<file path="src/rtl/ccff_chain_loader.sv">
// ---------------------------------------------------------------------------
// ccff_chain_loader
//
// Serialises a parallel bitstream into a configuration flip-flop (ccff) shift
// chain, LSB of each word first, and can optionally read the chain back by
// looping its tail onto its head. A loop-back pass rotates the chain all the
// way round, so its contents are unchanged afterwards. A CRC-8 of the bits
// that were sent is compared with a CRC-8 of the bits that came back.
//
// Ports
//   prog_clk      programming clock, all state updates on its rising edge
//   pReset        asynchronous active-high programming reset
//   start         one-cycle load request, only looked at while idle
//   verify_en     request a loop-back readback after the load (taken with start)
//   cfg_data      bitstream word, sent LSB first
//   cfg_valid     cfg_data is valid
//   cfg_ready     this block takes cfg_data this cycle
//   ccff_head     serial data into the chain head
//   ccff_tail     serial data coming out of the chain tail
//   chain_clk_en  registered enable for the external prog_clk gate; the chain
//                 shifts on the next prog_clk edge only while it is high
//   busy          high whenever the block is not idle
//   done          one-cycle completion pulse
//   readback_err  loop-back CRC mismatch, held until the next accepted start
// ---------------------------------------------------------------------------
module ccff_chain_loader #(
   parameter int CHAIN_LEN = 64,
   parameter int WORD_W    = 8
) (
   input  logic              prog_clk,
   input  logic              pReset,
   input  logic              start,
   input  logic              verify_en,
   input  logic [WORD_W-1:0] cfg_data,
   input  logic              cfg_valid,
   output logic              cfg_ready,
   output logic              ccff_head,
   input  logic              ccff_tail,
   output logic              chain_clk_en,
   output logic              busy,
   output logic              done,
   output logic              readback_err
);

   localparam int CNT_W = $clog2(CHAIN_LEN + 1);
   localparam int REM_W = $clog2(WORD_W + 1);

   typedef enum logic [1:0] {
      IDLE,
      LOAD,
      VERIFY,
      FIN
   } state_t;

   state_t state;
   state_t state_nxt;

   // One-word buffer; buf_rem counts how many of its bits still have to go out
   logic [WORD_W-1:0] buf_data;
   logic [REM_W-1:0]  buf_rem;

   // acc_cnt: chain bits covered by accepted words; tx_cnt: bits sent;
   // rx_cnt: bits read back during loop-back
   logic [CNT_W-1:0]  acc_cnt;
   logic [CNT_W-1:0]  tx_cnt;
   logic [CNT_W-1:0]  rx_cnt;
   logic [CNT_W-1:0]  need_bits;

   logic [7:0]        tx_crc;
   logic [7:0]        rx_crc;
   logic              verify_q;
   logic              ccff_head_q;

   logic              bit_avail;
   logic              accept;
   logic              all_accepted;
   logic              word_full;
   logic              tx_done;
   logic              rx_last;
   logic              clk_en_nxt;

   // CRC-8, polynomial x^8 + x^2 + x + 1 (0x07), one input bit per step
   function automatic logic [7:0] crc8_step(input logic [7:0] crc, input logic din);
      logic fb;
      fb        = crc[7] ^ din;
      crc8_step = {crc[6:0], 1'b0} ^ (fb ? 8'h07 : 8'h00);
   endfunction

   // Bits still owed to the chain. When fewer than a full word remain, only
   // that many low bits of the next word are used and the rest are dropped.
   assign need_bits    = CNT_W'(CHAIN_LEN) - acc_cnt;
   assign word_full    = (32'(need_bits) >= 32'(WORD_W));
   assign all_accepted = (acc_cnt == CNT_W'(CHAIN_LEN));
   assign tx_done      = (tx_cnt == CNT_W'(CHAIN_LEN));
   assign rx_last      = (rx_cnt == CNT_W'(CHAIN_LEN - 1));

   // State register. A reset anywhere drops straight back to IDLE, so an
   // interrupted load never gives a done pulse.
   always_ff @(posedge prog_clk or posedge pReset) begin
      if (pReset) begin
         state <= IDLE;
      end else begin
         state <= state_nxt;
      end
   end

   // Next state and combinational outputs.
   // cfg_ready also goes high while the buffer's last bit is being sent, so
   // back-to-back words stream with no bubble. The bit registered on the
   // final LOAD cycle is shifted in one cycle later, so LOAD keeps one extra
   // cycle (tx_done) with the enable still high before moving on. On that
   // cycle the enable stays high when going into VERIFY and drops for FIN.
   always_comb begin
      state_nxt  = state;
      cfg_ready  = 1'b0;
      bit_avail  = 1'b0;
      accept     = 1'b0;
      clk_en_nxt = 1'b0;
      busy       = (state != IDLE);
      done       = (state == FIN);
      ccff_head  = ccff_head_q;
      case (state)
         IDLE: begin
            if (start) begin
               state_nxt = LOAD;
            end
         end
         LOAD: begin
            bit_avail = (buf_rem != '0);
            cfg_ready = !all_accepted && ((buf_rem == '0) || (buf_rem == REM_W'(1)));
            accept    = cfg_valid && cfg_ready;
            if (tx_done) begin
               state_nxt  = verify_q ? VERIFY : FIN;
               clk_en_nxt = verify_q;
            end else begin
               clk_en_nxt = bit_avail;
            end
         end
         VERIFY: begin
            ccff_head = ccff_tail;
            if (rx_last) begin
               state_nxt = FIN;
            end else begin
               clk_en_nxt = 1'b1;
            end
         end
         FIN: begin
            state_nxt = IDLE;
         end
         default: begin
            state_nxt = IDLE;
         end
      endcase
   end

   // Datapath: buffer, head register, counters and CRCs.
   // When a word is accepted in the same cycle the previous one sends its
   // last bit, that last bit is read from buf_data before it is replaced.
   // During loop-back, every tail bit is folded into rx_crc. The mismatch
   // flag is set on the last loop-back cycle, including that cycle's bit.
   always_ff @(posedge prog_clk or posedge pReset) begin
      if (pReset) begin
         buf_data     <= '0;
         buf_rem      <= '0;
         acc_cnt      <= '0;
         tx_cnt       <= '0;
         rx_cnt       <= '0;
         tx_crc       <= '0;
         rx_crc       <= '0;
         verify_q     <= 1'b0;
         ccff_head_q  <= 1'b0;
         chain_clk_en <= 1'b0;
         readback_err <= 1'b0;
      end else begin
         chain_clk_en <= clk_en_nxt;
         case (state)
            IDLE: begin
               if (start) begin
                  buf_rem      <= '0;
                  acc_cnt      <= '0;
                  tx_cnt       <= '0;
                  rx_cnt       <= '0;
                  tx_crc       <= '0;
                  rx_crc       <= '0;
                  verify_q     <= verify_en;
                  readback_err <= 1'b0;
               end
            end
            LOAD: begin
               if (accept) begin
                  buf_data <= cfg_data;
                  if (word_full) begin
                     buf_rem <= REM_W'(WORD_W);
                     acc_cnt <= acc_cnt + CNT_W'(WORD_W);
                  end else begin
                     buf_rem <= REM_W'(need_bits);
                     acc_cnt <= CNT_W'(CHAIN_LEN);
                  end
               end else if (bit_avail) begin
                  buf_data <= buf_data >> 1;
                  buf_rem  <= buf_rem - REM_W'(1);
               end
               if (bit_avail) begin
                  ccff_head_q <= buf_data[0];
                  tx_crc      <= crc8_step(tx_crc, buf_data[0]);
                  tx_cnt      <= tx_cnt + CNT_W'(1);
               end
            end
            VERIFY: begin
               rx_crc <= crc8_step(rx_crc, ccff_tail);
               rx_cnt <= rx_cnt + CNT_W'(1);
               if (rx_last) begin
                  readback_err <= (crc8_step(rx_crc, ccff_tail) != tx_crc);
               end
            end
            default: begin
            end
         endcase
      end
   end

endmodule
</file>
<file path="config.mk">
export PLATFORM = sky130hd
export DESIGN_NAME = ccff_chain_loader
export DESIGN_NICKNAME = d
export VERILOG_FILES = /design/src/rtl/ccff_chain_loader.sv
export SDC_FILE = /design/constraint.sdc
export NUM_CORES = 1
export LEC_CHECK = 0
export BUFFER_PORTS_ARGS = -buffer_cell sky130_fd_sc_hd__clkbuf_2
export CAP_MARGIN = 30
export CORE_UTILIZATION = 54
export CTS_CLUSTER_SIZE = 24
export DETAILED_ROUTE_END_ITERATION = 16
export GPL_ROUTABILITY_DRIVEN = 0
export PLACE_DENSITY_LB_ADDON = 0.05
export SYNTH_ARGS = -nofsm -noshare
export SYNTH_HDL_FRONTEND = slang
export SYNTH_SLANG_ARGS = --single-unit
</file>
<file path="constraint.sdc">
create_clock -name prog_clk -period 5.2 [get_ports prog_clk]
set_clock_uncertainty 0.2 [all_clocks]
set_input_delay 1.04 -clock prog_clk [delete_from_list [all_inputs] [get_ports prog_clk]]
set_output_delay 1.04 -clock prog_clk [all_outputs]
set_load 0.02 [all_outputs]
</file>
==> results.sh, run 1 <==
export IMPL_status="finished clean"
export IMPL_cpMostUsedCell="inv_1"
export IMPL_synth_area_um2=2774
export IMPL_start_util=0.5758
export IMPL_slew_headroom=0.5196
export IMPL_dieArea_um2=5427
export IMPL_powerDensity_nw_per_um2=549.4
export IMPL_drc=0
export IMPL_nNetsFinal=326
export IMPL_hold_class="reg -> reg"
export IMPL_pwr_share_comb=0.469
export IMPL_synth_cell_types=45
export IMPL_clock_root_buffer="clkbuf_8"
export IMPL_die_x_um=73.67
export IMPL_rr_worst_depth=7
export IMPL_syn_nets=307
export IMPL_ir_worst_vdd_uv=236.6
export IMPL_cpLargestDelayFamily="buffers and inverters"
export IMPL_grt_pass1_vias=1940
export IMPL_critPathLaunchType="flip-flop"
export IMPL_vias_per_cell=5.534
export IMPL_path_cells="inv_1 > ha_1 > inv_1 > nor4_1 > clkbuf_2"
export IMPL_clkSlewWorstSetupHoldPaths_ps=90
export IMPL_critPathBufInv=3
export IMPL_maxSlewViolCount=0
export IMPL_holdPathStages=2
export IMPL_port_buffer_count=19
export IMPL_fin_crit_sh=0.6645
export IMPL_dp_cells=359
export IMPL_htreeDepth=2
export IMPL_coreArea_um2=4817
export IMPL_drive_gt1_frac=0.1333
export IMPL_insertion_delay_ps=300
export IMPL_vias=2031
export IMPL_cts_buffer_depth=2
export IMPL_synth_flop_cell="dfrtp_1"
export IMPL_endpoint_kind="output port"
export IMPL_ys_top_cells_by_area="dfrtp_1 47%, ha_1 5.9%, nand2_1 5.8%"
export IMPL_tns_ps=0
export IMPL_postRouteAntennaNets=0
export IMPL_fin_cells=367
export IMPL_max_slew_worst_pin_slew_ps=716.4
export IMPL_ys_warn_count=0
export IMPL_antenna_found_initial=0
export IMPL_ios=20
export IMPL_wire_per_inst_um=14.72
export IMPL_slowest_delay_ps=530
export IMPL_drt_total_wl_um=5403
export IMPL_crit_type="reg -> out"
export IMPL_hpwl_um=3998
export IMPL_crit_required_ps=3960
export IMPL_drtIter0Drc=125
export IMPL_cts_setup_buffers=0
export IMPL_grt_max_degree=28
export IMPL_grt_pass1_wl_um=9101
export IMPL_cts_sinks=52
export IMPL_grt_total_usage=0.2253
export IMPL_postCtsHoldBufs=0
export IMPL_max_freq_ghz=0.2894
export IMPL_synth_seq_cells=52
export IMPL_p_seq_frac=0.394
export IMPL_synth_edff_count=0
export IMPL_ctsResizeCount=0
export IMPL_async_reset_ff_frac=1.000
export IMPL_worstPathMaxFanout=15
export IMPL_setup_viol=0
export IMPL_rsz0062_at_grt="no"
export IMPL_p_sw_frac=0.4324
export IMPL_cp_num_cells=5
export IMPL_finalHoldViolations=0
export IMPL_internal_power_uw=944.2
export IMPL_p_sw_uw=719.3
export IMPL_diodes=0
export IMPL_period_minus_slack_ps=3455
export IMPL_yosysTopAreaCellShare=0.4691
export IMPL_rows=25
export IMPL_syn_avg_cell_area_um2=9.907
export IMPL_synth_cells=280
export IMPL_p_leak_uw=0.001421
export IMPL_yosysTopAreaCell="dfrtp_1"
export IMPL_clkPwrFrac=0.136
export IMPL_seq_area_frac_synth=0.4691
export IMPL_cts_tree="yes"
export IMPL_die_h_um=73.67
export IMPL_overflow=0
export IMPL_cts_made_buffers=5
export IMPL_cp_data_arrival_time_ps=2220
export IMPL_cp_slowest_cell="ha_1"
export IMPL_drv_cap=0
export IMPL_first_pass_iters=5
export IMPL_synthToLayoutAreaGrowth_pct=9.156
## synth_stat cells, drive strengths merged (2+ instances only)
| cell type | instances |
|---|---|
| nand4 | 4 |
| a21oi | 2 |
| inv | 15 |
| nor2b | 3 |
| clkbuf | 7 |
| o31ai | 5 |
| xnor2 | 11 |
| dfrtp | 52 |
| nor3 | 3 |
| nand3 | 9 |
| o2111ai | 3 |
| and3 | 2 |
| xor2 | 13 |
| and2 | 2 |
| o21ai | 19 |
| a22o | 13 |
| mux2 | 6 |
| nor4 | 4 |
| nand2 | 43 |
| nor2 | 21 |
| nor4b | 3 |
| buf | 2 |
| a22oi | 8 |
| ha | 13 |
## through the flow
stage	instance area (um^2)	hold slack [ps]	util	total power, uW	worst slack [ps]
after floorplan	2774	268.8	-	1251	2385
after CTS	3028	313.9	0.6286	1674	1748
after detailed placement	2943	292.6	0.6109	1444	2093
final	3028	308.9	0.6286	1664	1745
after global placement	2923	285.9	0.6068	1427	2254
after global routing	3028	335.2	0.6286	1805	1632
## worst min-delay path, delay by kind of cell (launching register included)
family             cells  cell delay, ps
DFF                    1             350
AOI/OAI and AO/OA      1              70
and+or+nand+nor        1              60
## cells in the final DEF (no fill, tap or decap), types with 6 or more instances in the layout
cell	instances
nand3_1	9
nand2_1	43
xor2_1	13
ha_1	13
xnor2_1	11
inv_1	14
dfrtp_1	52
mux2_2	6
a22o_1	13
a22oi_1	8
clkbuf_2	19
o21ai_0	16
nor2_1	21
## layout make-up
type	count	area [um^2]
multi-input cells	204	1379
repair buffers	21	122.6
well taps	67	83.83
flip-flops and latches	52	1301
clock buffers	7	76.32
fillers	426	1789
inverters	15	56.30
clock inverters	1	8.758
## cells by family (layout without fill, tap and decap cells)
group,Yosys count,count (layout),share of synthesized area
AOI/OAI and AO/OA,58,58,0.1511
muxes,7,7,0.02796
xor gates and xnor gates,24,24,0.07578
buffers and inverters,24,44,0.03383
DFF,52,52,0.4691
and+or+nand+nor,102,102,0.1836
adders and majority gates,13,13,0.05864
## power groups by stage
stage | clock network (uW) | logic [uW] | registers [uW]
after CTS | 233 | 786 | 656
after detailed placement | 0 | 780 | 664
after global placement | 0 | 765 | 662
after floorplan | 0 | 619 | 632
after global routing | 248 | 881 | 676
final | 227 | 781 | 656
## worst paths after layout
path	endpoint	slack (ps)	from
worst min register to register	buf_data[0]	310	buf_data[1]
max in group asynchronous	buf_rem[3]	3680	pReset
worst min-delay path	buf_data[0]	310	buf_data[1]
min in group asynchronous	rx_cnt[1]	580	pReset
worst max-delay path	cfg_ready	1740	state[1]
worst max register to register	tx_cnt[6]	2560	state[1]
## registers in the layout (all words and copies together), names as in the netlist
register,count
buf_rem,4
readback_err,1
tx_crc,8
buf_data,8
verify_q,1
tx_cnt,7
rx_cnt,7
state,2
chain_clk_en,1
ccff_head_q,1
rx_crc,8
acc_cnt,4
## metal layers
metal | vias up | wire length (um) | global-route usage
li1 | 1022 | - | -
met1 | 976 | 2652 | 0.3196
met2 | 28 | 2552 | 0.3496
met3 | 5 | 148 | 0.04527
met4 | 0 | 51 | 0.06838
met5 | - | 0 | 0
Note: power is estimated with default switching activity, not from simulation.
==> inputs of run 2 (changes only) <==
==> constraint.sdc (replaced) <==
create_clock -name prog_clk -period 2.87 [get_ports prog_clk]
set_clock_uncertainty 0.2 [all_clocks]
set_input_delay 0.574 -clock prog_clk [delete_from_list [all_inputs] [get_ports prog_clk]]
set_output_delay 0.574 -clock prog_clk [all_outputs]
set_load 0.02 [all_outputs]
==> run 2 against run 1 <==
Wire length decreased by 0.19%. Critical path depth stayed put. Global-route usage fell by 0.45 points. Total power increased by 87%. Largest power group unchanged. Die area unchanged. Highest routed layer unchanged. Largest cell class unchanged. Via count grew 1.0%. Worst setup slack got worse by 1500 ps. Clock power rose by 120%. Register-to-register slack got worse by 2100 ps. Critical endpoint unchanged. Sequential cell count did not move. Combinational power grew 83%.
==> results.sh, run 2 (synthesized netlist as in run 1, its figures left out) <==
export IMPL_rows=25
export IMPL_drtIter0Drc=137
export IMPL_slew_headroom=0.5571
export IMPL_ios=20
export IMPL_final_common_cell="dfrtp_1"
export IMPL_nFillCells=420
export IMPL_finalInstanceArea_um2=3059
export IMPL_dp_cells=361
export IMPL_endpoint_kind="output port"
export IMPL_die_x_um=73.67
export IMPL_path_cells="inv_1 > ha_2 > inv_1 > nor4_1 > clkbuf_2"
export IMPL_cts_sinks=52
export IMPL_antenna_found_initial=0
export IMPL_finalHoldViolations=0
export IMPL_max_freq_ghz=0.3860
export IMPL_cpMostUsedCell="inv_1"
export IMPL_fin_crit_sh=0.9027
export IMPL_cts_made_buffers=5
export IMPL_period_minus_slack_ps=2591
export IMPL_clkSlewWorstSetupHoldPaths_ps=90
export IMPL_first_pass_iters=4
export IMPL_multi_input_area_um2=1381
export IMPL_synthToLayoutAreaGrowth_pct=10.28
export IMPL_powerDensity_nw_per_um2=1019
export IMPL_postPlaceCellArea_um2=2945
export IMPL_grtUsageMet1=0.3007
export IMPL_layout_common_cells="52 x dfrtp_1, 43 x nand2_1, 21 x nor2_1"
export IMPL_crit_type="reg -> out"
export IMPL_worstPathMaxFanout=10
export IMPL_cts_buffer_depth=2
export IMPL_wire_per_inst_um=14.62
export IMPL_grt_pass1_vias=1991
export IMPL_critPathLaunchType="flip-flop"
export IMPL_overflow=0
export IMPL_final_core_util=0.6351
export IMPL_hold_ws_ps=22.39
export IMPL_diodes=0
export IMPL_hpwl_um=3998
export IMPL_status="finished clean"
export IMPL_tns_ps=0
export IMPL_ir_worst_vdd_uv=576.7
export IMPL_coreArea_um2=4817
export IMPL_start_util=0.5758
export IMPL_grt_max_degree=20
export IMPL_htreeDepth=2
export IMPL_cp_data_arrival_time_ps=1820
export IMPL_cp_startpoint="state[1]"
export IMPL_hold_class="in -> async"
export IMPL_vias=2052
export IMPL_slowest_delay_ps=430
export IMPL_fin_cells=369
export IMPL_rsz0062_at_grt="no"
export IMPL_grt_total_usage=0.2208
export IMPL_drt_total_wl_um=5393
export IMPL_postRouteAntennaNets=0
export IMPL_maxSlewViolCount=0
export IMPL_p_leak_uw=0.001436
export IMPL_cts_tree="yes"
export IMPL_drive_gt1_frac=0.1490
export IMPL_crit_required_ps=2100
export IMPL_grt_util_met2=0.3496
export IMPL_largestRegisters="buf_data (8), rx_crc (8), tx_crc (8)"
export IMPL_insertion_delay_ps=300
export IMPL_use_met3=0.04527
export IMPL_nNetsFinal=328
export IMPL_r2r_start="state[0]"
export IMPL_drv_cap=0
export IMPL_setup_viol=0
export IMPL_cp_slowest_cell="dfrtp_1"
export IMPL_clock_root_buffer="clkbuf_8"
export IMPL_grt_most_used_layer="met2"
export IMPL_drc=0
export IMPL_dieArea_um2=5427
export IMPL_grt_pass1_wl_um=8990
export IMPL_max_slew_worst_pin_slew_ps=660.4
export IMPL_die_h_um=73.67
export IMPL_vias_per_cell=5.561
export IMPL_seq_area_um2=1301
export IMPL_port_buffer_count=19
==> run 2: final timing paths <==
check	end	slack, ps	cells past startpoint
worst max register to register	tx_cnt[5]	460	7
worst min-delay path	tx_crc[3]	20	2
max in group asynchronous	rx_crc[0]	1870	3
worst max-delay path	cfg_ready	280	5
min in group prog_clk	buf_data[4]	250	3
worst min register to register	buf_data[1]	310	2
==> run 2: what timing repair did <==
item / in CTS / in global routing
buffers inserted: 0 / 0
endpoints found under the hold margin: 0 / 0
hold buffers: 0 / 0
setup endpoints to repair: 0 / 1
resized for setup: 0 / 1
==> run 2: final cells by class <==
cell class	count	area share
clock buffers	5	0.02249
multi-input cells	204	0.4515
inverters	15	0.01840
flip-flops and latches	52	0.4254
well taps	67	0.02740
repair buffers	23	0.04090
clock inverters	3	0.01391
==> run 2: worst max-delay path: cells and delay by family (launching register included) <==
family / cells / cell delay (ps)
adder cells (fa/ha/maj): 1 / 290
buffers and inverters: 3 / 490
flip-flops: 1 / 430
AND/OR/NAND/NOR: 1 / 300
==> run 2: power by group <==
part	total [uW]	switching, uW	internal, uW
Clock	499	241	258
Sequential	1190	226	962
Combinational	1430	845	586
==> run 2: metrics by stage <==
step                total power (uW)  setup WS [ps]
global route                    3359          125.8
finish                          3118          279.3
CTS                             3138          138.9
global placement                2602          492.6
floorplan                       2267          521.3
detailed placement              2620          468.2
==> run 2: routing by layer <==
layer,vias to the layer above,share of wire
met1,1002,0.49
met3,8,0.025
li1,1021,-
met5,-,0
met4,0,0.014
met2,21,0.47
